--- src/rtl/branch_resolve.sv ---
// ID-stage branch/jump resolver: holds decode until operands are forwarded, decides taken-ness,
// and issues a registered PC redirect + IF/ID flush. Optional stats counters under BRANCH_STATS_EN.
module branch_resolve #(
  parameter int WAIT_CNT_W = 4
) (
  input  logic                  clk,
  input  logic                  reset,
  input  logic                  id_valid,
  input  logic                  is_branch,
  input  logic                  is_jump,
  input  logic                  is_jr,
  input  logic [2:0]            br_op,
  input  logic                  br_inv,
  input  logic                  ops_ready,
  input  logic [31:0]           rs_val,
  input  logic [31:0]           pc_plus4,
  input  logic [31:0]           imm_sext,
  input  logic [25:0]           jidx,
  output logic [2:0]            comp_op,
  input  logic                  comp_res,
  output logic                  stall_id,
  output logic                  pc_redirect,
  output logic [31:0]           redirect_pc,
  output logic                  flush_if_id,
  output logic [WAIT_CNT_W-1:0] wait_cycles
`ifdef BRANCH_STATS_EN
  ,
  output logic [31:0]           br_total,
  output logic [31:0]           br_taken
`endif
);

  typedef enum logic [1:0] {
    S_IDLE     = 2'd0,
    S_WAIT     = 2'd1,
    S_REDIRECT = 2'd2
  } state_e;

  state_e                state_q, state_d;
  logic                  pc_redirect_q;
  logic                  flush_q;
  logic [31:0]           redirect_pc_q;
  logic [WAIT_CNT_W-1:0] wait_q;

  logic        ctl;
  logic        needs_ops;
  logic        cond_ok;
  logic        taken;
  logic        decide;
  logic        stall;
  logic [31:0] target;

  assign ctl       = id_valid & (is_branch | is_jump | is_jr);
  assign needs_ops = is_branch | is_jr;
  assign comp_op   = br_op;

  always_comb begin
    cond_ok = 1'b0;
    unique case (br_op)
      3'b000, 3'b010, 3'b101, 3'b110: cond_ok = 1'b1;
      default:                        cond_ok = 1'b0;
    endcase
  end

  assign taken = is_jump | is_jr | (is_branch & cond_ok & (comp_res ^ br_inv));

  always_comb begin
    target = pc_plus4 + (imm_sext << 2);
    if (is_jr) begin
      target = rs_val;
    end else if (is_jump) begin
      target = {pc_plus4[31:28], jidx, 2'b00};
    end
  end

  // State register plus the datapath registers that ride along with it
  always_ff @(posedge clk or posedge reset) begin
    if (reset) begin
      state_q       <= S_IDLE;
      pc_redirect_q <= 1'b0;
      flush_q       <= 1'b0;
      redirect_pc_q <= '0;
      wait_q        <= '0;
    end else begin
      state_q       <= state_d;
      pc_redirect_q <= decide & taken;
      flush_q       <= decide & taken;
      if (decide && taken) begin
        redirect_pc_q <= target;
      end
      if (stall) begin
        wait_q <= (&wait_q) ? wait_q : wait_q + 1'b1;
      end else begin
        wait_q <= '0;
      end
    end
  end

  always_comb begin
    state_d = state_q;
    unique case (state_q)
      S_IDLE: begin
        if (decide && taken) begin
          state_d = S_REDIRECT;
        end else if (stall) begin
          state_d = S_WAIT;
        end
      end
      S_WAIT: begin
        if (!id_valid) begin
          state_d = S_IDLE;
        end else if (decide) begin
          state_d = taken ? S_REDIRECT : S_IDLE;
        end
      end
      S_REDIRECT: state_d = S_IDLE;
      default:    state_d = S_IDLE;
    endcase
  end

  // The instruction seen during REDIRECT is the delay slot: never stalled, never decided
  always_comb begin
    stall  = 1'b0;
    decide = 1'b0;
    unique case (state_q)
      S_IDLE: begin
        if (ctl) begin
          if (needs_ops && !ops_ready) begin
            stall = 1'b1;
          end else begin
            decide = 1'b1;
          end
        end
      end
      S_WAIT: begin
        if (id_valid) begin
          if (ops_ready) begin
            decide = 1'b1;
          end else begin
            stall = 1'b1;
          end
        end
      end
      default: begin
        stall  = 1'b0;
        decide = 1'b0;
      end
    endcase
  end

  assign stall_id    = stall & ~reset;
  assign pc_redirect = pc_redirect_q;
  assign flush_if_id = flush_q;
  assign redirect_pc = redirect_pc_q;
  assign wait_cycles = wait_q;

`ifdef BRANCH_STATS_EN
  logic [31:0] br_total_q;
  logic [31:0] br_taken_q;

  always_ff @(posedge clk or posedge reset) begin
    if (reset) begin
      br_total_q <= '0;
      br_taken_q <= '0;
    end else if (decide) begin
      br_total_q <= br_total_q + 32'd1;
      if (taken) begin
        br_taken_q <= br_taken_q + 32'd1;
      end
    end
  end

  assign br_total = br_total_q;
  assign br_taken = br_taken_q;
`endif

endmodule

--- config.mk ---
export PLATFORM = sky130hd
export DESIGN_NAME = branch_resolve
export DESIGN_NICKNAME = d
export VERILOG_FILES = /design/src/rtl/branch_resolve.sv
export SDC_FILE = /design/constraint.sdc
export NUM_CORES = 1
export LEC_CHECK = 0
export ABC_AREA = 0
export CAP_MARGIN = 30
export CORE_MARGIN = 3
export CORE_UTILIZATION = 45
export DETAILED_ROUTE_END_ITERATION = 8
export PLACE_DENSITY = 0.92
export SYNTH_ARGS = -nofsm -noshare
export SYNTH_HDL_FRONTEND = slang
export SYNTH_SLANG_ARGS = --single-unit
--- constraint.sdc ---
create_clock -name clk -period 3.7 [get_ports clk]
set_input_delay 0.37 -clock clk [delete_from_list [all_inputs] [get_ports clk]]
set_output_delay 0.37 -clock clk [all_outputs]
set_load 0.02 [all_outputs]
==> impl_summary.log, run 1 <==
[metrics] result of the run: complete, no violations
[metrics] root buffer selected by CTS: clkbuf_8
[metrics] standard cell area after detailed placement: 5350 um^2
[metrics] most common flop cell mapped by yosys: dfrtp_1
[metrics] commonest non-fill, non-tap cells in the layout: clkdlybuf4s50_1, nand2_1, a21oi_1, o21ai_0, dfrtp_1
[metrics] dpl hpwl: 10100 um
[metrics] arrival time at the worst endpoint: 3.24 ns
[metrics] Max clock buf depth: 2
[metrics] Synth warnings: 0
[metrics] number of buffers created by CTS: 5
[metrics] Cell Pwr Density: 339 nW/um^2
[metrics] Mapped Avg Cell Area: 8.09 um^2
[metrics] Final Instance Area: ~5500 um^2
[metrics] clock tree from TritonCTS: done
[metrics] Worst slew margin: 47.9%
[metrics] fill cell instance count of the final layout: 566
[metrics] max-slew violation total from the final report: 0
[metrics] Worst-Skew Late Latency: approximately 0.3 ns
[metrics] Setup Fix Bufs, Post-CTS: 0
[metrics] RSZ-0062 raised after global routing: false
[metrics] startpoint type of the worst setup path: primary input
[metrics] final worst-path setup slack: a little over 0.6 ns
[metrics] CTS clk-pin slew, worst paths: 0.08 ns
[metrics] number of levels in the clock H-tree: 2
[metrics] count of inserted antenna diode cells: 0
[metrics] fin cells: 701
[metrics] leakage component of the power: 2.36 nW
[metrics] post-placement worst setup slack: roughly 0.35 ns
[metrics] portion of synthesized cell area occupied by the leading cell type: 27.2%
[metrics] share of the yosys chip area belonging to registers: between 20% and 30%
[metrics] via density per instance: around 6.0
[metrics] total global routing track utilization: 27.2%
[metrics] Net Count, Synth: 609
[metrics] count of distinct cell types in the synthesized netlist: between 50 and 60
[metrics] leading post-synthesis cells by cell area: dfrtp_1, ha_1, a21oi_1, o21ai_0, nand2_1
[metrics] slowest CP cell: fa_1
[metrics] number of hold violations in the final report: 0
[metrics] horizontal extent of the die: roughly 95 um
[metrics] total number of vias: between 4k and 5k
[metrics] clock net sink count: 39
[metrics] library cell occupying the most area in the post-synthesis netlist: dfrtp_1
[metrics] final cycle utilization of the critical path: 83.4%
[metrics] # nets final: 766
[metrics] worst hold margin: 0.487 ns
[metrics] number of input and output port buffers inserted: 173
[metrics] critical path capture point type: flip-flop
[metrics] number of global-route vias before repair: 4004
[metrics] final weighted congestion in routability-driven placement: 0.882
[metrics] leading cell type in the layout, fill and taps excluded: clkdlybuf4s50_1
[metrics] initial antenna violation count: 0
[metrics] mean routed wirelength per cell: 18.1 um
[metrics] gate count of the mapped netlist: roughly 440
[metrics] netlist area before placement: between 3000 and 4000 um^2
[metrics] setup TNS after final layout: 0 ns
[metrics] area delta synth->final: 52.3%
[metrics] total core area: 7490 um^2
[metrics] Initial Util: approximately 48%
[metrics] Fmax: 0.324 GHz
[metrics] number of instances resized during post-cts repair: 0
[metrics] First-pass DRT Iterations: 5
[metrics] Worst Max-Slew Pin Slew: 0.780 ns
[metrics] overall power after layout: 1.86 mW
[metrics] number of max-capacitance violations reported: 0
[metrics] floorplan die area: a little over 9000 um^2
[metrics] Critical Setup Path Class: in2reg
[metrics] skew final: 0.00626 ns
[metrics] most prevalent standard cell on the critical path: a21oi_1
[metrics] maximum single-stage delay on the critical path: 0.42 ns
[metrics] critical path required time: just under 4 ns
[metrics] maximum vdd ir drop: 0.179 mV
[metrics] Min-Delay Path Class: reg2reg
[metrics] cell-by-cell trace of the critical path: clkdlybuf4s50_1 -> ha_1 -> fa_1 -> a21o_1 -> a221o_1 -> nand4_1 -> a21oi_1 -> or2_2 -> o31ai_1 -> xor2_1 -> a21oi_1
[metrics] detailed router's first-iteration violation count: approximately 310
[metrics] number of placed I/O pins: 176
[metrics] total global routing overflow: 0
[metrics] proportion of layout cells with a drive suffix above 1: around 4.3%
[metrics] critical path peak fanout: 4
[metrics] Antenna Nets Post-Route: 0
[metrics] EDFF count, synth: 0
[metrics] largest net degree at the start of global routing: 46
[metrics] core utilization of the finished layout: 73.1%
[metrics] Final min period: slightly above 3 ns
[metrics] wire length of the first global-routing pass: 19500 um
[metrics] count of standard-cell rows: 31
[metrics] number of storage elements in the synthesis netlist: 39
[metrics] wire length reported by the detailed router: 12700 um
[metrics] die extent in y: about 95 um
[metrics] total of hold buffers inserted after clock tree synthesis: 0
[metrics] Setup violations, final: 0
[metrics] Async SR Flop Fraction: 100%
[metrics] # DRC: 0
[metrics] Placed Cells: 693
[cell type report]
cell class	count	area, um^2	area share [%]
flip-flops and latches	39	976	17.8
clock inverters	2	35.0	0.640
well taps	99	124	2.26
repair buffers	178	1760	32.2
multi-input cells	367	2450	44.8
clock buffers	6	82.6	1.51
inverters	10	37.5	0.686
[synthesized netlist by cell type (3+ instances only)]
library cell,instances
and3_1,12
a21oi_1,41
buf_4,4
mux2i_1,9
or3_1,8
clkbuf_1,16
o31ai_1,6
buf_2,6
nand3_1,6
a21o_1,18
a311oi_1,3
o22ai_1,3
xor2_1,9
a221o_1,5
o211ai_1,13
xnor2_1,9
nor3b_1,3
o21ai_0,41
o21bai_1,4
nor2b_1,3
nand4_1,4
nand2_1,45
nand3_2,3
nor2_1,29
ha_1,30
a31oi_1,7
a211oi_1,7
nor3_1,12
dfrtp_1,39
o21a_1,4
nand2b_1,4
nor4_1,3
inv_1,9
[final timing paths]
| path | from | to | slack [ns] | depth (start not counted) |
|---|---|---|---|---|
| max | pc_plus4[2] | redirect_pc[24] | 0.61 | 11 |
| min | redirect_pc[9] | redirect_pc[9] | 0.49 | 2 |
| max reg2reg | state_q[0] | redirect_pc[28] | 1.31 | 7 |
| min reg2reg | redirect_pc[9] | redirect_pc[9] | 0.49 | 2 |
| max in group asynchronous | reset | redirect_pc[16] | 2.83 | 3 |
| min in group asynchronous | reset | redirect_pc[20] | 0.53 | 3 |
[logic make-up (layout without fill, tap and decap cells)]
group	count (synthesis)	count (layout)	synth area share [%]
XOR/XNOR	18	18	4.39
buffers and inverters	38	196	4.60
flip-flops	39	39	27.2
AO/OA/AOI/OAI	170	170	31.0
multiplexers	10	10	2.82
AND/OR/NAND/NOR	138	138	19.0
adder cells (fa/ha/maj)	31	31	11.0
[critical path: cells and delay by family]
family                     cells  cell delay [ns]
AOI/OAI and AO/OA              5             1.08
xor gates and xnor gates       1             0.24
adders and majority gates      2             0.65
buffers and inverters          1             0.41
and+or+nand+nor                2             0.49
[per-layer routing]
layer,wire length [um],global-route usage (%)
met1,5050,35.4
met2,6010,45.0
met3,1100,3.71
met4,555,11.8
met5,0,0
[where the power goes]
| group | internal, mW | switching (mW) |
|---|---|---|
| combinational | 0.458 | 0.460 |
| sequential | 0.516 | 0.0531 |
| clock | 0.218 | 0.150 |
[sequential cells by signal (all words and copies together), names as in the netlist]
| name | flops |
|---|---|
| redirect_pc | 32 |
| wait_cycles | 4 |
| state_q | 2 |
| flush_if_id | 1 |
Power figures use the tool's default switching activity.
==> run 2, diff against run 1 <==
Settings changed: CORE_UTILIZATION 45 to 42, PLACE_DENSITY 0.92 to 0.87.
Clock period 3.7 ns to 3.13 ns, I/O delays scaled along.
==> run 2 against run 1 <==
Compared with the run above: setup slack worse by 0.33 ns; sequential share of layout area down 0.33 points; global-route usage down 1.3 points; clock-buffer cell count down 1; register-to-register slack got worse by 0.44 ns; via count up 1.0%.
==> impl_summary.log, run 2 (synthesized netlist as in run 1, its figures left out) <==
[metrics] result of the run: complete, no violations
[metrics] startpoint type of the worst setup path: primary input
[metrics] mean routed wirelength per cell: 18.0 um
[metrics] critical path required time: 3.30 ns
[metrics] final weighted congestion in routability-driven placement: around 1
[metrics] First-pass DRT Iterations: 5
[metrics] die extent in y: a little under 100 um
[metrics] detailed router's first-iteration violation count: 259
[metrics] maximum single-stage delay on the critical path: 0.40 ns
[metrics] final cycle utilization of the critical path: between 90% and 100%
[metrics] Setup Fix Bufs, Post-CTS: 0
[metrics] Reg2Reg Capture Point: redirect_pc[28]
[metrics] number of input and output port buffers inserted: about 170
[metrics] wire length of the first global-routing pass: 20500 um
[metrics] proportion of layout cells with a drive suffix above 1: 6.34%
[metrics] Min-Delay Path Class: in2async
[metrics] total of hold buffers inserted after clock tree synthesis: 0
[metrics] buffer and inverter count on the worst path: 1
[metrics] Antenna Nets Post-Route: 0
[metrics] total core area: roughly 8300 um^2
[metrics] number of hold violations in the final report: 0
[metrics] count of cell instances traversed by the critical path: 11
[metrics] leakage component of the power: about 2.4 nW
[metrics] Critical Setup Path Class: in2reg
[metrics] area taken by multi-input logic gates: 2450 um^2
[metrics] initial antenna violation count: 0
[metrics] worst flop-to-flop path startpoint: state_q[0]
[metrics] floorplan die area: 9700 um^2
[metrics] arrival time at the worst endpoint: between 3 and 4 ns
[metrics] # nets final: between 700 and 800
[metrics] skew final: 0.0126 ns
[metrics] number of buffers created by CTS: 5
[metrics] Max clock buf depth: 2
[metrics] Worst R2R Path Depth: 8
[metrics] Worst Max-Slew Pin Slew: between 0.7 and 0.8 ns
[metrics] final worst-path setup slack: 0.283 ns
[metrics] number of max-capacitance violations reported: 0
[metrics] Final min period: ~2.8 ns
[metrics] max-slew violation total from the final report: 0
[metrics] most prevalent standard cell on the critical path: a21oi_1
[metrics] number of instances resized during post-cts repair: 0
[metrics] cell-by-cell trace of the critical path: clkdlybuf4s50_1 -> ha_1 -> fa_1 -> a21o_1 -> a221o_1 -> nand4_1 -> a21oi_1 -> or2_2 -> o31ai_1 -> xor2_1 -> a21oi_1
[metrics] number of placed I/O pins: 176
[metrics] count of inserted antenna diode cells: 0
[metrics] Worst slew margin: 48.0%
[metrics] register area: 976 um^2
[metrics] commonest non-fill, non-tap cells in the layout: clkdlybuf4s50_1, nand2_1, a21oi_1, o21ai_0, dfrtp_1
[metrics] Initial Util: 43.5%
[metrics] root buffer selected by CTS: clkbuf_8
[metrics] standard cell area after detailed placement: about 5500 um^2
[metrics] dpl hpwl: 10500 um
[metrics] slowest CP cell: clkdlybuf4s50_1
[metrics] Largest register FFs: 32
[metrics] critical path peak fanout: 4
[metrics] area delta synth->final: 55.2%
[metrics] RSZ-0062 raised after global routing: false
[metrics] Fmax: roughly 0.35 GHz
[metrics] register-to-register setup slack: 0.87 ns
[metrics] CTS clk-pin slew, worst paths: 0.09 ns
[metrics] Worst-Skew Late Latency: 0.30 ns
[metrics] number of levels in the clock H-tree: 2
[metrics] post-placement worst setup slack: -0.0295 ns
[metrics] total number of vias: 4240
[metrics] horizontal extent of the die: 98.5 um
[metrics] maximum vdd ir drop: 0.184 mV
[metrics] Setup violations, final: 0
[metrics] total global routing overflow: 0
[metrics] setup TNS after final layout: 0 ns
[metrics] fill cell instance count of the final layout: 701
[metrics] wire length reported by the detailed router: 13000 um
[metrics] largest net degree at the start of global routing: 46
[metrics] Final Instance Area: 5570 um^2
[metrics] Cell Pwr Density: 398 nW/um^2
[metrics] clock tree from TritonCTS: done
[metrics] count of standard-cell rows: 33
[metrics] critical path capture point type: flip-flop
[metrics] via density per instance: 5.89
[metrics] number of global-route vias before repair: 4109
[metrics] cell family with most CP delay: compound AO/OA/AOI/OAI gates
[metrics] total global routing track utilization: between 20 and 30%
[metrics] # DRC: 0
[metrics] leading cell type in the layout, fill and taps excluded: clkdlybuf4s50_1
[metrics] clock net sink count: 39
-- run 2: report_power, final --
group / total (mW) / switching, mW / internal, mW
logic: 1.10 / 0.543 / 0.556
registers: 0.672 / 0.0623 / 0.609
clock network: 0.447 / 0.206 / 0.241
total: 2.22 / 0.812 / 1.41
-- run 2: per-layer routing --
layer  track usage [%]  up-vias  wire length [um]
met5                 0        -                 0
met1              34.2     2010              5420
met4              7.56        0               265
li1                  -     2001                 -
met3              4.18       22               868
met2              43.9      207              6440
-- run 2: area by class of cell --
class | count | share of cell area [%]
tap | 105 | 2.36
inverter | 10 | 0.673
sequential | 39 | 17.5
clock inverter | 3 | 0.831
timing repair buffer | 191 | 33.4
clock buffer | 5 | 1.23
multi-input combinational | 367 | 44.0
-- run 2: worst max-delay path by stage --
stage,from,to,slack (ns)
5_1_grt,pc_plus4[2],redirect_pc[12],0.11
3_5_place_dp,pc_plus4[2],redirect_pc[24],-0.03
3_3_place_gp,pc_plus4[2],redirect_pc[24],-0.006
2_1_floorplan,pc_plus4[2],redirect_pc[24],0.59
6_report,pc_plus4[2],redirect_pc[24],0.28
4_1_cts,pc_plus4[2],redirect_pc[24],0.28
-- run 2: per-stage QoR --
step	hold WS [ns]	power [mW]	util, %	instances
global placement	0.461	1.75	66.1	712
finish	0.402	2.22	67.5	720
CTS	0.412	2.22	67.5	720
global route	0.453	2.34	67.5	720
floorplan	0.470	1.24	-	444
detailed placement	0.468	1.78	66.1	712
-- run 2: worst reg2reg max path, stage by stage (launching register included) --
cell      delay [ns]
dfrtp_1         0.38
nor3_1          0.28
mux2i_1         0.11
or3_2           0.62
clkinv_1        0.11
nand2_1         0.07
or3_1           0.36
mux2i_1         0.14
a311oi_1        0.06
